File: config.mk
export PLATFORM = sky130hd
export DESIGN_NAME = apb_master_nslv
export DESIGN_NICKNAME = d
export VERILOG_FILES = /design/src/rtl/apb_master_nslv.sv
export SDC_FILE = /design/constraint.sdc
export NUM_CORES = 1
export LEC_CHECK = 0
export ABC_AREA = 1
export CAP_MARGIN = 30
export CORE_MARGIN = 2
export CORE_UTILIZATION = 25
export CTS_CLUSTER_SIZE = 24
export DETAILED_ROUTE_END_ITERATION = 10
export PLACE_DENSITY_LB_ADDON = 0.25
export SYNTH_ARGS = -nofsm -noshare
export SYNTH_HDL_FRONTEND = slang
export SYNTH_SLANG_ARGS = --single-unit
File: constraint.sdc
create_clock -name clk -period 3.5 [get_ports clk]
set_clock_uncertainty 0.15 [all_clocks]
set_input_delay 0.875 -clock clk [delete_from_list [all_inputs] [get_ports clk]]
set_output_delay 0.875 -clock clk [all_outputs]
set_load 0.02 [all_outputs]
File: src/rtl/apb_master_nslv.sv
// -----------------------------------------------------------------------------
// apb_master_nslv
//   APB3 master for a fixed set of peripheral slots. It takes one request at a
//   time from the bridge side, decodes the target slot from an address field,
//   runs a SETUP/ACCESS transfer on a one-hot PSEL vector, and returns the
//   result on a response channel that is held until consumed. Slave errors,
//   decode misses and ACCESS-phase timeouts are all reported as rsp_err.
//
// Ports
//   clk, rst                 clock (posedge) and synchronous active-high reset
//   req_valid/req_ready      request handshake (req_ready only while idle)
//   req_write/addr/wdata/strb request payload, captured on the handshake
//   rsp_valid/rsp_ready      response handshake, payload held while stalled
//   rsp_rdata/rsp_err        read data (0 for writes and errors), error flag
//   psel/penable/pwrite      APB control, psel one-hot over NSLV slots
//   paddr/pwdata/pstrb       APB address, write data, strobes (0 on reads)
//   prdata/pready/pslverr    per-slot return buses, slot i at [i*DW +: DW]
// -----------------------------------------------------------------------------
module apb_master_nslv #(
  parameter int AW       = 12,
  parameter int DW       = 32,
  parameter int NSLV     = 6,
  parameter int SEL_LSB  = 8,
  parameter int SEL_W    = 3,
  parameter int BASE_IDX = 2,
  parameter int TIMEOUT  = 255
) (
  input  logic               clk,
  input  logic               rst,
  input  logic               req_valid,
  output logic               req_ready,
  input  logic               req_write,
  input  logic [AW-1:0]      req_addr,
  input  logic [DW-1:0]      req_wdata,
  input  logic [DW/8-1:0]    req_strb,
  output logic               rsp_valid,
  input  logic               rsp_ready,
  output logic [DW-1:0]      rsp_rdata,
  output logic               rsp_err,
  output logic [NSLV-1:0]    psel,
  output logic               penable,
  output logic               pwrite,
  output logic [AW-1:0]      paddr,
  output logic [DW-1:0]      pwdata,
  output logic [DW/8-1:0]    pstrb,
  input  logic [NSLV*DW-1:0] prdata,
  input  logic [NSLV-1:0]    pready,
  input  logic [NSLV-1:0]    pslverr
);

  localparam int SW    = DW / 8;
  localparam int CNT_W = (TIMEOUT > 1) ? $clog2(TIMEOUT + 1) : 1;
  localparam logic [CNT_W-1:0] TO_LAST = (TIMEOUT > 0) ? CNT_W'(TIMEOUT - 1) : '0;

  typedef enum logic [1:0] {
    S_IDLE,
    S_SETUP,
    S_ACCESS,
    S_RESP
  } state_t;

  // Wait counter increment that sticks at all-ones instead of wrapping.
  function automatic logic [CNT_W-1:0] sat_inc(input logic [CNT_W-1:0] v);
    if (v == {CNT_W{1'b1}}) return v;
    return v + CNT_W'(1);
  endfunction

  function automatic logic [NSLV-1:0] onehot(input logic [SEL_W-1:0] idx);
    logic [NSLV-1:0] r;
    r = '0;
    for (int i = 0; i < NSLV; i++) begin
      r[i] = (int'(idx) == i);
    end
    return r;
  endfunction

  state_t            r_state, w_state_nxt;
  logic              r_req_ready, w_req_ready_nxt;
  logic              r_rsp_valid, w_rsp_valid_nxt;
  logic [DW-1:0]     r_rsp_rdata, w_rsp_rdata_nxt;
  logic              r_rsp_err, w_rsp_err_nxt;
  logic [NSLV-1:0]   r_psel, w_psel_nxt;
  logic              r_penable, w_penable_nxt;
  logic              r_pwrite, w_pwrite_nxt;
  logic [AW-1:0]     r_paddr, w_paddr_nxt;
  logic [DW-1:0]     r_pwdata, w_pwdata_nxt;
  logic [SW-1:0]     r_pstrb, w_pstrb_nxt;
  logic [CNT_W-1:0]  r_cnt, w_cnt_nxt;

  logic [SEL_W-1:0]  w_field;
  logic [SEL_W-1:0]  w_idx;
  logic              w_in_range;
  logic              w_sel_pready;
  logic              w_sel_pslverr;
  logic [DW-1:0]     w_sel_prdata;

  // Slot index wraps modulo 2^SEL_W, so fields below BASE_IDX land above
  // NSLV-1 and fall into the decode-error path together with high fields.
  assign w_field    = req_addr[SEL_LSB +: SEL_W];
  assign w_idx      = w_field - SEL_W'(BASE_IDX);
  assign w_in_range = (int'(w_idx) < NSLV);

  // The registered one-hot psel doubles as the return-path mux select, so
  // unselected slots can never influence completion.
  assign w_sel_pready  = |(pready & r_psel);
  assign w_sel_pslverr = |(pslverr & r_psel);

  always_comb begin
    w_sel_prdata = '0;
    for (int i = 0; i < NSLV; i++) begin
      if (r_psel[i]) w_sel_prdata = w_sel_prdata | prdata[i*DW +: DW];
    end
  end

  always_comb begin
    w_state_nxt     = r_state;
    w_req_ready_nxt = r_req_ready;
    w_rsp_valid_nxt = r_rsp_valid;
    w_rsp_rdata_nxt = r_rsp_rdata;
    w_rsp_err_nxt   = r_rsp_err;
    w_psel_nxt      = r_psel;
    w_penable_nxt   = r_penable;
    w_pwrite_nxt    = r_pwrite;
    w_paddr_nxt     = r_paddr;
    w_pwdata_nxt    = r_pwdata;
    w_pstrb_nxt     = r_pstrb;
    w_cnt_nxt       = r_cnt;

    unique case (r_state)
      S_IDLE: begin
        if (req_valid && r_req_ready) begin
          w_req_ready_nxt = 1'b0;
          w_paddr_nxt     = req_addr;
          w_pwrite_nxt    = req_write;
          w_pwdata_nxt    = req_wdata;
          w_pstrb_nxt     = req_write ? req_strb : '0;
          if (w_in_range) begin
            w_psel_nxt  = onehot(w_idx);
            w_state_nxt = S_SETUP;
          end else begin
            w_rsp_valid_nxt = 1'b1;
            w_rsp_err_nxt   = 1'b1;
            w_rsp_rdata_nxt = '0;
            w_state_nxt     = S_RESP;
          end
        end
      end

      S_SETUP: begin
        w_penable_nxt = 1'b1;
        w_cnt_nxt     = '0;
        w_state_nxt   = S_ACCESS;
      end

      S_ACCESS: begin
        if (w_sel_pready) begin
          w_psel_nxt      = '0;
          w_penable_nxt   = 1'b0;
          w_rsp_valid_nxt = 1'b1;
          w_rsp_err_nxt   = w_sel_pslverr;
          w_rsp_rdata_nxt = (r_pwrite || w_sel_pslverr) ? '0 : w_sel_prdata;
          w_state_nxt     = S_RESP;
        end else if ((TIMEOUT > 0) && (r_cnt == TO_LAST)) begin
          w_psel_nxt      = '0;
          w_penable_nxt   = 1'b0;
          w_rsp_valid_nxt = 1'b1;
          w_rsp_err_nxt   = 1'b1;
          w_rsp_rdata_nxt = '0;
          w_state_nxt     = S_RESP;
        end else begin
          w_cnt_nxt = sat_inc(r_cnt);
        end
      end

      S_RESP: begin
        if (rsp_ready) begin
          w_rsp_valid_nxt = 1'b0;
          w_req_ready_nxt = 1'b1;
          w_state_nxt     = S_IDLE;
        end
      end

      default: begin
        w_state_nxt = S_IDLE;
      end
    endcase
  end

  always_ff @(posedge clk) begin
    if (rst) begin
      r_state     <= S_IDLE;
      r_req_ready <= 1'b1;
      r_rsp_valid <= 1'b0;
      r_rsp_rdata <= '0;
      r_rsp_err   <= 1'b0;
      r_psel      <= '0;
      r_penable   <= 1'b0;
      r_pwrite    <= 1'b0;
      r_paddr     <= '0;
      r_pwdata    <= '0;
      r_pstrb     <= '0;
      r_cnt       <= '0;
    end else begin
      r_state     <= w_state_nxt;
      r_req_ready <= w_req_ready_nxt;
      r_rsp_valid <= w_rsp_valid_nxt;
      r_rsp_rdata <= w_rsp_rdata_nxt;
      r_rsp_err   <= w_rsp_err_nxt;
      r_psel      <= w_psel_nxt;
      r_penable   <= w_penable_nxt;
      r_pwrite    <= w_pwrite_nxt;
      r_paddr     <= w_paddr_nxt;
      r_pwdata    <= w_pwdata_nxt;
      r_pstrb     <= w_pstrb_nxt;
      r_cnt       <= w_cnt_nxt;
    end
  end

  assign req_ready = r_req_ready;
  assign rsp_valid = r_rsp_valid;
  assign rsp_rdata = r_rsp_rdata;
  assign rsp_err   = r_rsp_err;
  assign psel      = r_psel;
  assign penable   = r_penable;
  assign pwrite    = r_pwrite;
  assign paddr     = r_paddr;
  assign pwdata    = r_pwdata;
  assign pstrb     = r_pstrb;

endmodule

* Yosys cells after proc, flatten, opt, wreduce, memory -nomap -nowiden *
Index checks and enable logic that the tools add are counted.

storage, ports and cells
  flip-flop bits (word level) = 101
  input bits = 257
  output and inout bits = 91
  logic and storage cells = 104

cells by class
  add/sub/neg operators = 2
  $lt $le $gt $ge = 1
  equal/unequal tests = 18
  muxes and demuxes = 46
  bitwise logic cells = 7
  reductions and logical operators = 18

operator list
  operator                                                        count
  32-bit 2-to-1 mux                                               11
  32-bit OR                                                       5
  32-bit one-hot mux with 2 select lines                          1
  6-bit 2-to-1 mux                                                4
  8-bit 2-to-1 mux                                                3
  8-bit equality test (second input constant)                     2
  8-bit one-hot mux with 2 select lines                           1
  1-bit 2-to-1 mux                                                14
  6-bit bitwise AND                                               2
  3-bit equality test (second input constant)                     4
  2-bit != test (second input constant)                           6
  6-bit one-hot mux with 2 select lines                           1
  4-bit AND reduction                                             3
  6-bit OR reduction                                              2
  2-bit 2-to-1 mux                                                5
  8-bit by 1-bit adder with 8-bit output (second input constant)  1
  2-bit one-hot mux with 4 select lines                           1
  3-bit != test (second input constant)                           2
  1-bit one-hot mux with 2 select lines                           3
  3-bit AND reduction                                             2
  2-bit nonzero test                                              3
  5-bit AND reduction                                             1
  2-bit equality test (second input constant)                     2
  4-bit 2-to-1 mux                                                1
  11 further kinds                                                12

* Longest topological paths before layout *
Gate-level depths: netlist of run 1.

  depth after elaboration = 14
  depth in mapped cells = 13
  gate-level depth less buffers = 12

* Worst setup path after synthesis of run 1 *
No wires, ideal clock.

  path type = in2reg
  start = in req_addr[9]
  end = reg r_rsp_err, in the netlist rsp_err
  setup time = 0.118 ns
  arrival = 1.827 ns
  required time = 3.232 ns
  slack = 1.405 ns
  stages on the path = 9
  buffers on the path = 2
  cells stage by stage = inv_1 > ha_1 > nand2_1 > o21ai_0 > nand3_2 > buf_6 > buf_6 > nor3_1 > nor2_1

on the way
  longest elaborated chain between the ends = 4

ends and longest elaborated chain
  element                                      line  source
  start, declared                              33    input logic [AW-1:0] req_addr,
  3-bit by 2-bit subtractor with 3-bit output  100   assign w_idx = w_field - SEL_W'(BASE_IDX);
  3-bit less-than comparator                   101   assign w_in_range = (int'(w_idx) < NSLV);
  2-bit != test (no line)                      -
  4-bit AND reduction (no line)                -
  end signal, assigned                         208   r_rsp_err <= w_rsp_err_nxt;
  end, declared                                81    logic r_rsp_err, w_rsp_err_nxt;

Every way passes these cells.
A chain may end at the register's enable or synchronous reset.

* Worst setup path in the final report of run 1 *
  start = reg r_psel[3], in the netlist psel[3]
  end = out psel[3]

RTL lines
  element                 line  source
  start, declared         82    logic [NSLV-1:0] r_psel, w_psel_nxt;
  start signal, assigned  209   r_psel <= w_psel_nxt;
  end, declared           40    output logic [NSLV-1:0] psel,

No word-level cell between the ends.

==> impl_results.md, run 1 <==
* Status: complete, no violations
* Number of filler cells placed in the layout at 2513
* Vias in the first global route at 7692
* Initial Util at 25.4%
* Final GP Congestion at 0.926
* Crit path required time at 2.47 ns
* Initial antenna violation count at 0
* Final setup violation count at 0
* Power Dens Cells at 558 mW/mm²
* Proportion of netlist area held by the largest area contributor at 33.0%
* Congestion Overflow GR at 0
* Yosys reg bits at 101
* Critical R2R Launch: psel[3]
* Commonest cells after routing, fill and taps aside: 413 x nand2_1, 346 x clkdlybuf4s50_1, 233 x nor2_1
* Cell taking the most area after synthesis: dfxtp_1
* Die width at 161 µm
* Core area at 0.0242 mm²
* Antenna cells at 0
* Crit-path cells: clkdlybuf4s50_1
* FF-to-FF setup slack at 1.21 ns
* Hold Vio Cnt, Final at 0
* Max Slew Vio Count at 0
* Finished layout cell area at about 0.01 mm²
* Maximum VDD drop at 0.340 mV
* Antenna-violating nets left at 0
* Critical R2R Capture: rsp_rdata[31]
* Cell family with the largest share of critical-path delay: buffers and inverters
* Hold buffers post-CTS at 0
* Mapped Cells at 1091
* CP Depth at 1
* Worst-path fanout max at 9
* Die Span Y at 161 µm
* Residual DRC at 0
* Total design power at about 5.7 mW
* Initial DRC count at 316
* Placement Setup Slack at 0.537 ns
* Sequential fraction of the synthesis area at roughly a third
* Final layout net count at between 1500 and 2000
* DR WL met3 at 2270 µm
* Syn_area_per_cell at approximately 5.6 µm²
* Vias at 7523
* WP data arrival at 1.62 ns
* Most common cell after layout, fill and taps aside: nand2_1
* Post-CTS setup repair buffer count at 0
* CP Launch Type: flop
* Final Util at 42.0%
* Leak at 4.63 nW
* Clock transition at path regs at 0.07 ns
* Area delta synth->final at 65.7%
* Synth unique cells at 28
* Worst slew pin tran at 0.571 ns
* Clk_lat worst skew at 0.35 ns
* Crit path time final at about 2.6 ns
* Syn Nets at 1355
* Met2 wire length at 12300 µm
* Largest net degree at the start of global routing at 49
* Setup TNS Final at 0 ns
* Std-Cell Rows at 57
* Drt via density at 4.33
* FF-to-FF path depth at 11
* CTS Root Cell: clkbuf_16
* Hold Crit Depth at 2
* CTS max path bufs at 2
* Die area at about 0.026 mm²
* Met1 WL at 10800 µm
* Top Metal Used: met4
* Total Routed Length at roughly 26000 µm
* I/O Buffers at 347
* Max cap viols at 0
* Area contributors post-synth: dfxtp_1 33%, nand2_1 25%, nor2_1 14%
* HP Class: reg -> reg
* # clock sinks at about 100
* Total GRT Usage at 20.0%
* CP Class: reg -> out
* H-Tree Level Count at 3
* Synth Cell Area at roughly 0.0061 mm²
* CP max-delay cell: clkdlybuf4s50_1
* Routed len/inst at 15.0 µm
* CTS tree: built
* Critical Path Start: psel[3]
* Smallest setup slack after layout at 0.857 ns
* Yosys warns at 0
* Max Clk Rate at 378 MHz
* Resized Gates After CTS at 0
* Placed inst area at approximately 0.0099 mm²
* I/O pins at 348
* Dpl hpwl at ~20000 µm
* First-pass GRT wire length at 40800 µm
* Share of layout cells above drive strength 1 at 3.54%
* Drt first pass iters at 4
* Post-route clock period utilization at 75.5%
* Unrepaired setup endpoints after global routing: false
* Nature of the critical path endpoint: primary output
* CP bufs+invs at 1
* CTS buffer count at 9
* Max stage delay on crit path at 0.69 ns
* Slew HR at 61.7%
* Worst setup path endpoint: psel[3]
==> how the worst min path moves through the flow <==
| stage | from | to | slack (ns) |
|---|---|---|---|
| finish | penable | penable | 0.31 |
| CTS | penable | penable | 0.32 |
| floorplan | r_cnt[7] | r_cnt[7] | 0.32 |
| detailed placement | penable | penable | 0.30 |
| global placement | pstrb[1] | pstrb[1] | 0.30 |
| global route | pstrb[1] | pstrb[1] | 0.34 |
==> power by group <==
group / switching, mW / internal [mW]
Combinational: 1.88 / 1.22
Sequential: 0.169 / 1.41
Clock: 0.486 / 0.498
Total: 2.54 / 3.13
==> state kept, by name, summed over array words and instances (netlist names) <==
register / flops
pwrite: 1
r_cnt: 8
paddr: 12
penable: 1
req_ready: 1
pwdata: 32
rsp_rdata: 32
r_state: 2
rsp_err: 1
rsp_valid: 1
psel: 6
pstrb: 4
==> through the flow <==
step	hold WS (ns)	std cells
after floorplan	0.318	1091
after global placement	0.301	1720
after detailed placement	0.305	1720
after CTS	0.317	1736
after global routing	0.337	1736
final	0.314	1736
==> cell usage after synthesis, drive strengths merged <==
master and count:
a21oi 28, and3 1, buf 25, clkbuf 34, clkinv 2, dfxtp 101, ha 7, inv 118
nand2 417, nand3 45, nand3b 1, nand4 12, nor2 234, nor3 2, nor3b 1, o211ai 8
o21ai 49, or2 3, xnor2 1, xor2 2
==> metal layers <==
metal	vias to the layer above	track usage [%]
li1	3916	-
met1	3301	22.6
met2	276	35.6
met3	30	6.46
met4	0	6.59
met5	-	0
==> logic make-up after synthesis <==
family | Yosys count | share of synthesized area, %
XOR/XNOR | 3 | 0.429
adder cells (fa/ha/maj) | 7 | 1.43
buffers and inverters | 179 | 11.9
flip-flops | 101 | 33.0
AO/OA/AOI/OAI | 85 | 7.33
AND/OR/NAND/NOR | 716 | 45.9
==> layout make-up <==
type	count	area, µm²	area share [%]
sequential	101	2020	19.9
clock buffer	10	229	2.25
tap	324	405	3.99
multi-input combinational	811	3390	33.3
inverter	120	450	4.43
timing repair buffer	364	3610	35.5
clock inverter	6	56.3	0.554
(Power assumes the default switching activity.)
==> run 2: changes to the inputs <==
Clock period 3.5 ns to 2.5 ns, I/O delays scaled along.
==> run 2 against run 1 <==
Effect of this change:
- final cell count up 0.98%
- global-route usage about the same
- die area unchanged
- setup slack worse by 0.78 ns
- total power up 47%
- utilization up 0.99 points
- flip-flop and latch count unchanged
- critical endpoint is now psel[2]
- sequential share of layout area down 0.46 points
- first-iteration DRC count up 6.0%
- cell area up 2.4%
- critical path type unchanged
==> impl_results.md, run 2 (same netlist as run 1, synthesis figures left out) <==
* CTS max path bufs at 2 (unchanged)
* Final setup violation count at 0 (unchanged)
* Post-CTS setup repair buffer count at 0 (unchanged)
* Initial antenna violation count at 1 (+1)
* Share of layout cells above drive strength 1 at 4.69% (+1.2 points)
* HP Class: reg -> reg
* Initial Util at 25.4% (unchanged)
* CP max-delay cell: clkdlybuf4s50_1
* Final layout net count at 1688 (+1.0%)
* Worst-path fanout max at 8 (-1)
* I/O pins at 348 (unchanged)
* Number of filler cells placed in the layout at 2527 (+0.56%)
* CTS buffer count at 9 (unchanged)
* CTS tree: built
* Leak at 4.75 nW (+2.6%)
* Drt first pass iters at 4 (unchanged)
* Cell family with the largest share of critical-path delay: buffers and inverters
* WP data arrival at 1.65 ns (+0.03 ns)
* Crit-path cells: clkdlybuf4s50_1
* Unrepaired setup endpoints after global routing: false
* I/O Buffers at 347 (unchanged)
* Die width at 161 µm (unchanged)
* Status: complete, no violations
* CTS Root Cell: clkbuf_16
* Largest net degree at the start of global routing at 63 (+29%)
* Final GP Congestion at 0.938 (+1.3%)
* Clock transition at path regs at 0.07 ns (about the same)
* Most common cell after layout, fill and taps aside: nand2_1
* Vias in the first global route at 7631 (-0.79%)
* Nature of the critical path endpoint: primary output
* Dpl hpwl at 20100 µm (about the same)
* Total GRT Usage at 20.0% (-0.036 points)
* Slew HR at 66.3% (+4.6 points)
* Sequential Area at 0.00202 mm² (unchanged)
* Core area at 0.0242 mm² (unchanged)
* Hold buffers post-CTS at 0 (unchanged)
* Die Span Y at 161 µm (unchanged)
* Area delta synth->final at 69.6%
* Max Clk Rate at 413 MHz
* H-Tree Level Count at 3 (unchanged)
* Total design power at 8.34 mW (+47%)
* Resized Gates After CTS at 0 (unchanged)
* # clock sinks at 101 (unchanged)
* Crit path required time at 1.73 ns (-0.74 ns)
* Vias at 7585 (+0.82%)
* Max Slew Vio Count at 0 (unchanged)
* Final hold slack at 0.310 ns (-0.00440 ns)
* Initial DRC count at 335 (+6.0%)
* Clk_lat worst skew at 0.35 ns (about the same)
* Maximum VDD drop at 0.549 mV (+62%)
* Antenna-violating nets left at 0 (unchanged)
* Setup TNS Final at 0 ns (unchanged)
* Post-route clock period utilization at 96.9%
* Multi-input logic area at 0.00339 mm² (unchanged)
* Commonest cells after routing, fill and taps aside: 413 x nand2_1, 346 x clkdlybuf4s50_1, 233 x nor2_1
* CP Class: reg -> out
* Max cap viols at 0 (unchanged)
* Std-Cell Rows at 57 (unchanged)
* Drt via density at 4.33 (-0.15%)
* Hold Vio Cnt, Final at 0 (unchanged)
* Total Routed Length at 26100 µm (about the same)
* Crit path time final at ~2.4 ns
* Max stage delay on crit path at 0.70 ns (about the same)
* CP Launch Type: flop
* CP bufs+invs at 1 (unchanged)
* Power Dens Cells at 802 mW/mm² (+44%)
* First-pass GRT wire length at 40600 µm (-0.52%)
* Congestion Overflow GR at 0 (unchanged)
* Worst slew pin tran at 0.506 ns (-0.0649 ns)
* Routed len/inst at 14.9 µm (-0.88%)
* Residual DRC at 0 (unchanged)
* Die area at 0.0258 mm² (unchanged)
* Final Util at 43.0% (+0.99 points)
## run 2: layout make-up
| class | count | share of cell area (%) |
|---|---|---|
| timing repair buffer | 381 | 36.7 |
| multi-input combinational | 811 | 32.6 |
| sequential | 101 | 19.4 |
| inverter | 120 | 4.33 |
| tap | 324 | 3.90 |
| clock buffer | 9 | 2.17 |
| clock inverter | 6 | 0.903 |
| antenna | 1 | 0.0241 |
## run 2: through the flow
step | setup slack, ns | cells | cell area (µm²)
floorplan | 0.655 | 1091 | 6130
global placement | 0.00573 | 1737 | 10100
detailed placement | 0.00829 | 1737 | 10100
CTS | 0.0366 | 1752 | 10400
global route | 0.00908 | 1753 | 10400
finish | 0.0784 | 1753 | 10400
## run 2: routing by layer
metal  global-route usage (%)  vias to the layer above  routed length, µm
met1                     23.0                     3339              11000
li1                         -                     3946                  -
met3                     6.02                       28               2170
met5                        0                        -                  0
met4                     7.49                        0                667
met2                     34.8                      272              12200
## run 2: where the power goes
| part | internal, mW | switching [mW] | total (mW) |
|---|---|---|---|
| sequential | 1.98 | 0.234 | 2.21 |
| clock | 0.886 | 0.664 | 1.55 |
| combinational | 1.89 | 2.68 | 4.58 |
| total | 4.75 | 3.58 | 8.34 |
## run 2: path summary, 6_finish.rpt
path	startpoint	cells after the start	slack [ns]	endpoint
setup / recovery	psel[2]	1	0.08	psel[2]
hold / removal	penable	2	0.31	penable
setup reg to reg	r_state[0]	9	0.42	rsp_rdata[14]
hold reg to reg	penable	2	0.31	penable
